[config.mk]
export PLATFORM = sky130hd
export DESIGN_NAME = sigma_bus_arbiter
export DESIGN_NICKNAME = d
export VERILOG_FILES = /design/src/rtl/sigma_bus_arbiter.sv
export SDC_FILE = /design/constraint.sdc
export NUM_CORES = 1
export LEC_CHECK = 0
export CORE_AREA = 2 2 122 124
export CTS_BUF_LIST = sky130_fd_sc_hd__clkbuf_16
export DETAILED_ROUTE_END_ITERATION = 12
export DIE_AREA = 0 0 124 126
export GPL_TIMING_DRIVEN = 0
export PLACE_DENSITY = 0.6
export SLEW_MARGIN = 20
export SYNTH_ARGS = -nofsm -noshare
export SYNTH_HDL_FRONTEND = slang
export SYNTH_SLANG_ARGS = --single-unit
[constraint.sdc]
create_clock -name clk_i -period 3.05 [get_ports clk_i]
set_input_delay 0.7625 -clock clk_i [delete_from_list [all_inputs] [get_ports clk_i]]
set_output_delay 0.7625 -clock clk_i [all_outputs]
set_load 0.01 [all_outputs]
[src/rtl/sigma_bus_arbiter.sv]
// Two-master to one-slave arbiter for the sigma req/ack/resp bus.
// Routes read responses back to the issuing master and recovers from a missing response with a timeout.
module sigma_bus_arbiter #(
  parameter bit          ROUND_ROBIN    = 1'b1,
  parameter int unsigned TIMEOUT_CYCLES = 256,
  parameter logic [31:0] TIMEOUT_RDATA  = 32'hDEADBEEF
) (
  input  logic        clk_i,
  input  logic        arst_i,
  input  logic        m0_req_i,
  input  logic        m0_we_i,
  input  logic [31:0] m0_addr_i,
  input  logic [3:0]  m0_be_i,
  input  logic [31:0] m0_wdata_i,
  output logic        m0_ack_o,
  output logic        m0_resp_o,
  output logic [31:0] m0_rdata_o,
  input  logic        m1_req_i,
  input  logic        m1_we_i,
  input  logic [31:0] m1_addr_i,
  input  logic [3:0]  m1_be_i,
  input  logic [31:0] m1_wdata_i,
  output logic        m1_ack_o,
  output logic        m1_resp_o,
  output logic [31:0] m1_rdata_o,
  output logic        s_req_o,
  output logic        s_we_o,
  output logic [31:0] s_addr_o,
  output logic [3:0]  s_be_o,
  output logic [31:0] s_wdata_o,
  input  logic        s_ack_i,
  input  logic        s_resp_i,
  input  logic [31:0] s_rdata_i,
  output logic        timeout_o
);

  typedef enum logic [1:0] {IDLE, HOLD, WAIT} state_t;

  localparam int CNT_W = (TIMEOUT_CYCLES > 1) ? $clog2(TIMEOUT_CYCLES) : 1;
  localparam logic [CNT_W-1:0] CNT_LAST = CNT_W'(TIMEOUT_CYCLES - 1);

  state_t           state_q, state_d;
  logic             owner_q, owner_d;
  logic             rr_q, rr_d;
  logic [CNT_W-1:0] cnt_q, cnt_d;

  logic        fwd, sel, resp, to_hit;
  logic [31:0] resp_data;
  logic        mux_we;
  logic [31:0] mux_addr, mux_wdata;
  logic [3:0]  mux_be;
  logic        fwd_live, resp_live;

  always_comb begin
    mux_we    = sel ? m1_we_i    : m0_we_i;
    mux_addr  = sel ? m1_addr_i  : m0_addr_i;
    mux_be    = sel ? m1_be_i    : m0_be_i;
    mux_wdata = sel ? m1_wdata_i : m0_wdata_i;
  end

  always_comb begin
    state_d   = state_q;
    owner_d   = owner_q;
    rr_d      = rr_q;
    cnt_d     = cnt_q;
    fwd       = 1'b0;
    sel       = owner_q;
    resp      = 1'b0;
    resp_data = '0;
    to_hit    = 1'b0;
    case (state_q)
      IDLE: begin
        if (m0_req_i || m1_req_i) begin
          fwd = 1'b1;
          if (m0_req_i && m1_req_i) sel = ROUND_ROBIN ? rr_q : 1'b0;
          else                      sel = m1_req_i;
          owner_d = sel;
        end
      end
      HOLD: begin
        fwd = 1'b1;
        sel = owner_q;
      end
      WAIT: begin
        // A real response in the expiry cycle takes precedence over the synthetic one
        if (s_resp_i) begin
          resp      = 1'b1;
          resp_data = s_rdata_i;
          state_d   = IDLE;
        end else if ((TIMEOUT_CYCLES != 0) && (cnt_q == CNT_LAST)) begin
          resp      = 1'b1;
          resp_data = TIMEOUT_RDATA;
          to_hit    = 1'b1;
          state_d   = IDLE;
        end else begin
          cnt_d = cnt_q + 1'b1;
        end
      end
      default: state_d = IDLE;
    endcase
    if (fwd) begin
      if (s_ack_i) begin
        state_d = mux_we ? IDLE : WAIT;
        cnt_d   = '0;
        if (ROUND_ROBIN) rr_d = !sel;
      end else begin
        state_d = HOLD;
      end
    end
  end

  always_ff @(posedge clk_i or posedge arst_i) begin
    if (arst_i) begin
      state_q <= IDLE;
      owner_q <= 1'b0;
      rr_q    <= 1'b0;
      cnt_q   <= '0;
    end else begin
      state_q <= state_d;
      owner_q <= owner_d;
      rr_q    <= rr_d;
      cnt_q   <= cnt_d;
    end
  end

  // Forwarding is combinational, so outputs are masked while reset is held
  assign fwd_live  = fwd && !arst_i;
  assign resp_live = resp && !arst_i;

  assign s_req_o    = fwd_live;
  assign s_we_o     = fwd_live && mux_we;
  assign s_addr_o   = fwd_live ? mux_addr  : '0;
  assign s_be_o     = fwd_live ? mux_be    : '0;
  assign s_wdata_o  = fwd_live ? mux_wdata : '0;

  assign m0_ack_o   = fwd_live && s_ack_i && !sel;
  assign m1_ack_o   = fwd_live && s_ack_i && sel;
  assign m0_resp_o  = resp_live && !owner_q;
  assign m1_resp_o  = resp_live && owner_q;
  assign m0_rdata_o = m0_resp_o ? resp_data : '0;
  assign m1_rdata_o = m1_resp_o ? resp_data : '0;
  assign timeout_o  = resp_live && to_hit;

endmodule

Word-level counts from Yosys, hierarchy flattened

Cells that the tools add are included.

Reductions and logical operators: 18
Eq/ne operators: 5
Muxes and demuxes: 33
$add $sub $neg: 1

Operators by type and width:

| operator            | number |
|---|---|
| $mux 32             | 9 |
| $mux 8              | 5 |
| $logic_and 1x1->1   | 10 |
| $mux 1              | 10 |
| $mux 2              | 5 |
| $add 8x1->8 const B | 1 |
| $eq 8x8->1 const B  | 1 |
| $mux 4              | 2 |
| $ne 4x4->1 const B  | 1 |
| $pmux 2 s2          | 1 |
| $reduce_and 2->1    | 2 |
| $logic_not 1->1     | 3 |
| $eq 2x1->1 const B  | 1 |
| $eq 2x2->1 const B  | 1 |
| $logic_not 2->1     | 1 |
| $ne 2x1->1 const B  | 1 |
| $pmux 1 s2          | 1 |
| $reduce_or 2->1     | 1 |
| $logic_or 1x1->1    | 1 |

Bits in registers: 12
Output and inout bits: 139
Input port bits: 176
Word-level logic and storage cells: 61

Logic depth before layout (Yosys ltp)

Word-level depth: 8
Gate-level depth with buffers: 6

Least setup slack after synthesis

OpenSTA, ideal clock, no wires.

Kind: input to output
Start: input port m0_req_i
End: output port s_wdata_o[22]
Buffers on the path: 1
Data arrival time: 1991 ps
Stages on the path: 5
Setup slack: 297 ps
Cells stage by stage: or3b_4 -> a32oi_4 -> buf_6 -> nand2_1 -> a21oi_1

Longest elaborated chain between the ends: 6
Elaborated cells between the ends (all ways): 10
Classes of those cells: mux (7); reduce/logical (3)

Ends and longest elaborated chain:

| element           | line | source |
|---|---|---|
| start, declared   | 10   | `input logic m0_req_i,` |
| $logic_and 1x1->1 | 75   | `if (m0_req_i && m1_req_i) sel = ROUND_ROBIN ? rr_q : 1'b0;` |
| $mux 1            | 75   |  |
| $mux 1            | n/a  |  |
| $mux 1            | 71   | `case (state_q)` |
| $mux 32           | 58   | `mux_wdata = sel ? m1_wdata_i : m0_wdata_i;` |
| $mux 32 (*)       | 134  | `assign s_wdata_o = fwd_live ? mux_wdata : '0;` |
| end, declared     | 30   | `output logic [31:0] s_wdata_o,` |

Mark *: on every way between the ends. The rest lies on a longest branch, timed or not.

Worst setup path after layout

Start: input port s_ack_i
End: output port m1_ack_o

Longest elaborated chain between the ends: 2

Ends and longest elaborated chain:

| element                         | line | source |
|---|---|---|
| start, declared                 | 31   | `input logic s_ack_i,` |
| $logic_and 1x1->1 (2 in series) | 137  | `assign m1_ack_o = fwd_live && s_ack_i && sel;` |
| end, declared                   | 23   | `output logic m1_ack_o,` |

Every way passes these cells.

==> flow_summary.ini <==
[detailed_routing]
route.vias.total = 4101
firstDrtPassIters = 6
via_per_inst = 4.467
detail_route.iter0.violations = 139
final_antenna_net_count = 0
drc = 0
drt_wl_total_um = 14340
wl_per_cell_um = 15.63

[critical_path]
setup.worst_path.class = input pin to output pin
required_ns = 2.29
r2r_start = state_q[1]$_DFFE_PP0P_
endpoint = m1_ack_o
worstSetupEndpointType = output pin
crit_path_top_delay_cell = clkdlybuf4s50_1
crit_start = s_ack_i
r2r_setup_slack_ns = 1.33
ff2ff_path_depth = 5
crit_fanout = 11
crit_chain = clkdlybuf4s50_1 -> or3b_4 -> nor3_1 -> clkdlybuf4s15_2
max_stage_delay_ns = 0.50
arrival_ns = 2.23
startpoint_type = input pin
reg2reg_to = cnt_q[5]$_DFF_PP0_

[cells_and_area]
nNetsFinal = 912
num_antenna_cells = 0
nFillCells = 1563
drive_gt1_share_pct = 19.35
area_growth_pct = 145.3

[timing]
slew_headroom_pct = 69.10
slew_viol_final = 0
period_share_pct = 98.07
fin_crit_ns = 2.991
finClkSkew_ns = 0.003017
hold_viol_final = 0
setup_viol = 0
final.setup.worst_slack_ns = 0.05875
timing.fmax_mhz = 334.3
rsz0062_at_grt = false
tightestPinTransition_ns = 0.4630
finalSetupTns_ns = 0

[global_route]
grt_pass1_wl_um = 21050
gr-total-overflow = 0
grt_use_total_pct = 17.04
grt_max_degree = 13
grt_antenna_before_repair = 0
grt_pass1_vias = 4137

[floorplan]
fp.coreArea_mm2 = 0.01431
die_area_mm2 = 0.01562
ioPinCount = 315
fp.dieW_um = 124
die_y_um = 126
rows = 44
start_util_pct = 16.16

[clocking]
clock-root-buffer = clkbuf_16
ctsHtreeMaxLevel = 1
cts.clk_slew.worst_paths_ns = 0.04
clk_path_buf_depth = 2
cts_made_buffers = 3
cts_hold_buf = 0
clk_latency_ns = 0.24
clock_sinks = 12
cts_tree = yes

[placement]
pre_cts_slack_ns = -1.079
dpl.hpwl_um = 11860
io_buffer_count = 312
gp_routability_congestion = 0.9291

[yosys]
synth_nets = 591
synth_edf_count = 0
netlist_area_mm2 = 0.002313
synthTopCellsByCount = nand2_1, a21oi_1, clkbuf_1, and3_1, buf_6
synth_cell_types = 35
yosys-top-cells-area = nand2_1, a21oi_1, dfrtp_1
ys.flop_type = dfrtp_1
syn_avg_cell_area_um2 = 5.588
yosysWarnings = 0
synth_area_leader_cell = nand2_1
synth_top_area_share_pct = 27.42
synth-async-reset-ratio_pct = 100.0
ys_ff_latch = 12
synthMostInstantiatedCell = nand2_1
netlist_instances = 414
ys_seq_area_share_pct = 12.98

[power_and_ir_drop]
ir_worst_vdd_mv = 0.2152
leakage_nw = 2.728
power.total_w = 0.002799
powerDensity_mw_per_mm2 = 493.1

[min_path]
hold_path_startpoint = rr_q$_DFFE_PP0P_
hold_class = register to register

[run]
cap_viol_max_count = 0

[status]
outcome = completed
critical path: cells and delay by family:
kind	cells	cell delay [ns]
AND/OR/NAND/NOR	2	0.70
buffers and inverters	2	0.76
per-stage QoR:
step / cell area (µm²) / util, % / std cells / hold WS [ns]
floorplan: 2313 / - / 414 / 0.4426
global placement: 5667 / 39.59 / 910 / 0.4622
detailed placement: 5667 / 39.59 / 910 / 0.4603
CTS: 5834 / 40.76 / 916 / 0.4694
global route: 5675 / 39.65 / 918 / 0.4796
finish: 5675 / 39.65 / 918 / 0.4667
sequential cells by signal (all words and copies together), names as in the netlist:
signal / flops
cnt_q: 8
state_q: 2
owner_q: 1
rr_q: 1
cell type report:
class                      instances  area (µm²)  share of cell area, %
tap                              184       230.2                  4.056
multi-input combinational        355        1794                  31.61
sequential                        12       300.3                  5.291
inverter                           7       38.79                 0.6834
buffer                            36       305.3                  5.379
clock inverter                     1       3.754                0.06614
clock buffer                       3       75.07                  1.323
timing repair buffer             320        2928                  51.59
routing by layer:
layer	up-vias	GRT usage (%)	part of all wire, %
li1	2033	-	-
met4	0	4.164	1.9
met1	1839	18.98	39
met5	-	0	0
met2	211	32.22	51
met3	18	3.714	8.5
how the worst min path moves through the flow:
stage	cells past startpoint	end
floorplan	2	rr_q$_DFFE_PP0P_
global placement	2	rr_q$_DFFE_PP0P_
detailed placement	2	rr_q$_DFFE_PP0P_
CTS	2	rr_q$_DFFE_PP0P_
global route	2	rr_q$_DFFE_PP0P_
finish	2	rr_q$_DFFE_PP0P_
cells by family after synthesis:
group	Yosys count	share of synthesized area [%]
compound gates	134	33.21
fa+ha+maj	1	0.5407
buf+inv	47	12.55
flops	12	12.98
simple gates	220	40.72
what timing repair did:
item	CTS	global route
setup endpoints to repair	131	103
endpoints found under the hold margin	0	0
pin swaps	4	3
gates resized for setup	242	105
buffers inserted	5	2
cloned	1	0
where the power goes:
part,internal [W],total [W],leakage [nW],switching (W)
clock network,0.000173,0.000241,0.0385,0.0000687
logic,0.00109,0.00232,2.53,0.00123
registers,0.000191,0.000241,0.161,0.0000498
total,0.00145,0.00280,2.73,0.00134
cells in the final DEF, fill, tap and decap left out, types with 2 or more instances in the layout:
| master | n |
|---|---|
| a21oi_1 | 99 |
| a21oi_2 | 20 |
| and3_1 | 16 |
| buf_2 | 14 |
| buf_4 | 6 |
| buf_6 | 16 |
| buf_8 | 3 |
| clkbuf_1 | 6 |
| clkbuf_16 | 3 |
| clkbuf_2 | 50 |
| clkbuf_4 | 5 |
| clkbuf_8 | 2 |
| clkdlybuf4s15_1 | 8 |
| clkdlybuf4s15_2 | 7 |
| clkdlybuf4s50_1 | 188 |
| dfrtp_1 | 12 |
| dlygate4sd2_1 | 39 |
| dlymetal6s2s_1 | 10 |
| inv_1 | 6 |
| nand2_1 | 168 |
| nand2b_1 | 2 |
| nand3_1 | 5 |
| nand4_1 | 2 |
| nor2_1 | 5 |
| nor3_1 | 4 |
| nor3_2 | 3 |
| nor3b_1 | 2 |
| o211ai_1 | 2 |
| o21ai_0 | 4 |
| o31ai_1 | 3 |
| or3_1 | 2 |
| or3_4 | 3 |
| or3b_4 | 2 |
Power figures use the tool's default switching activity.
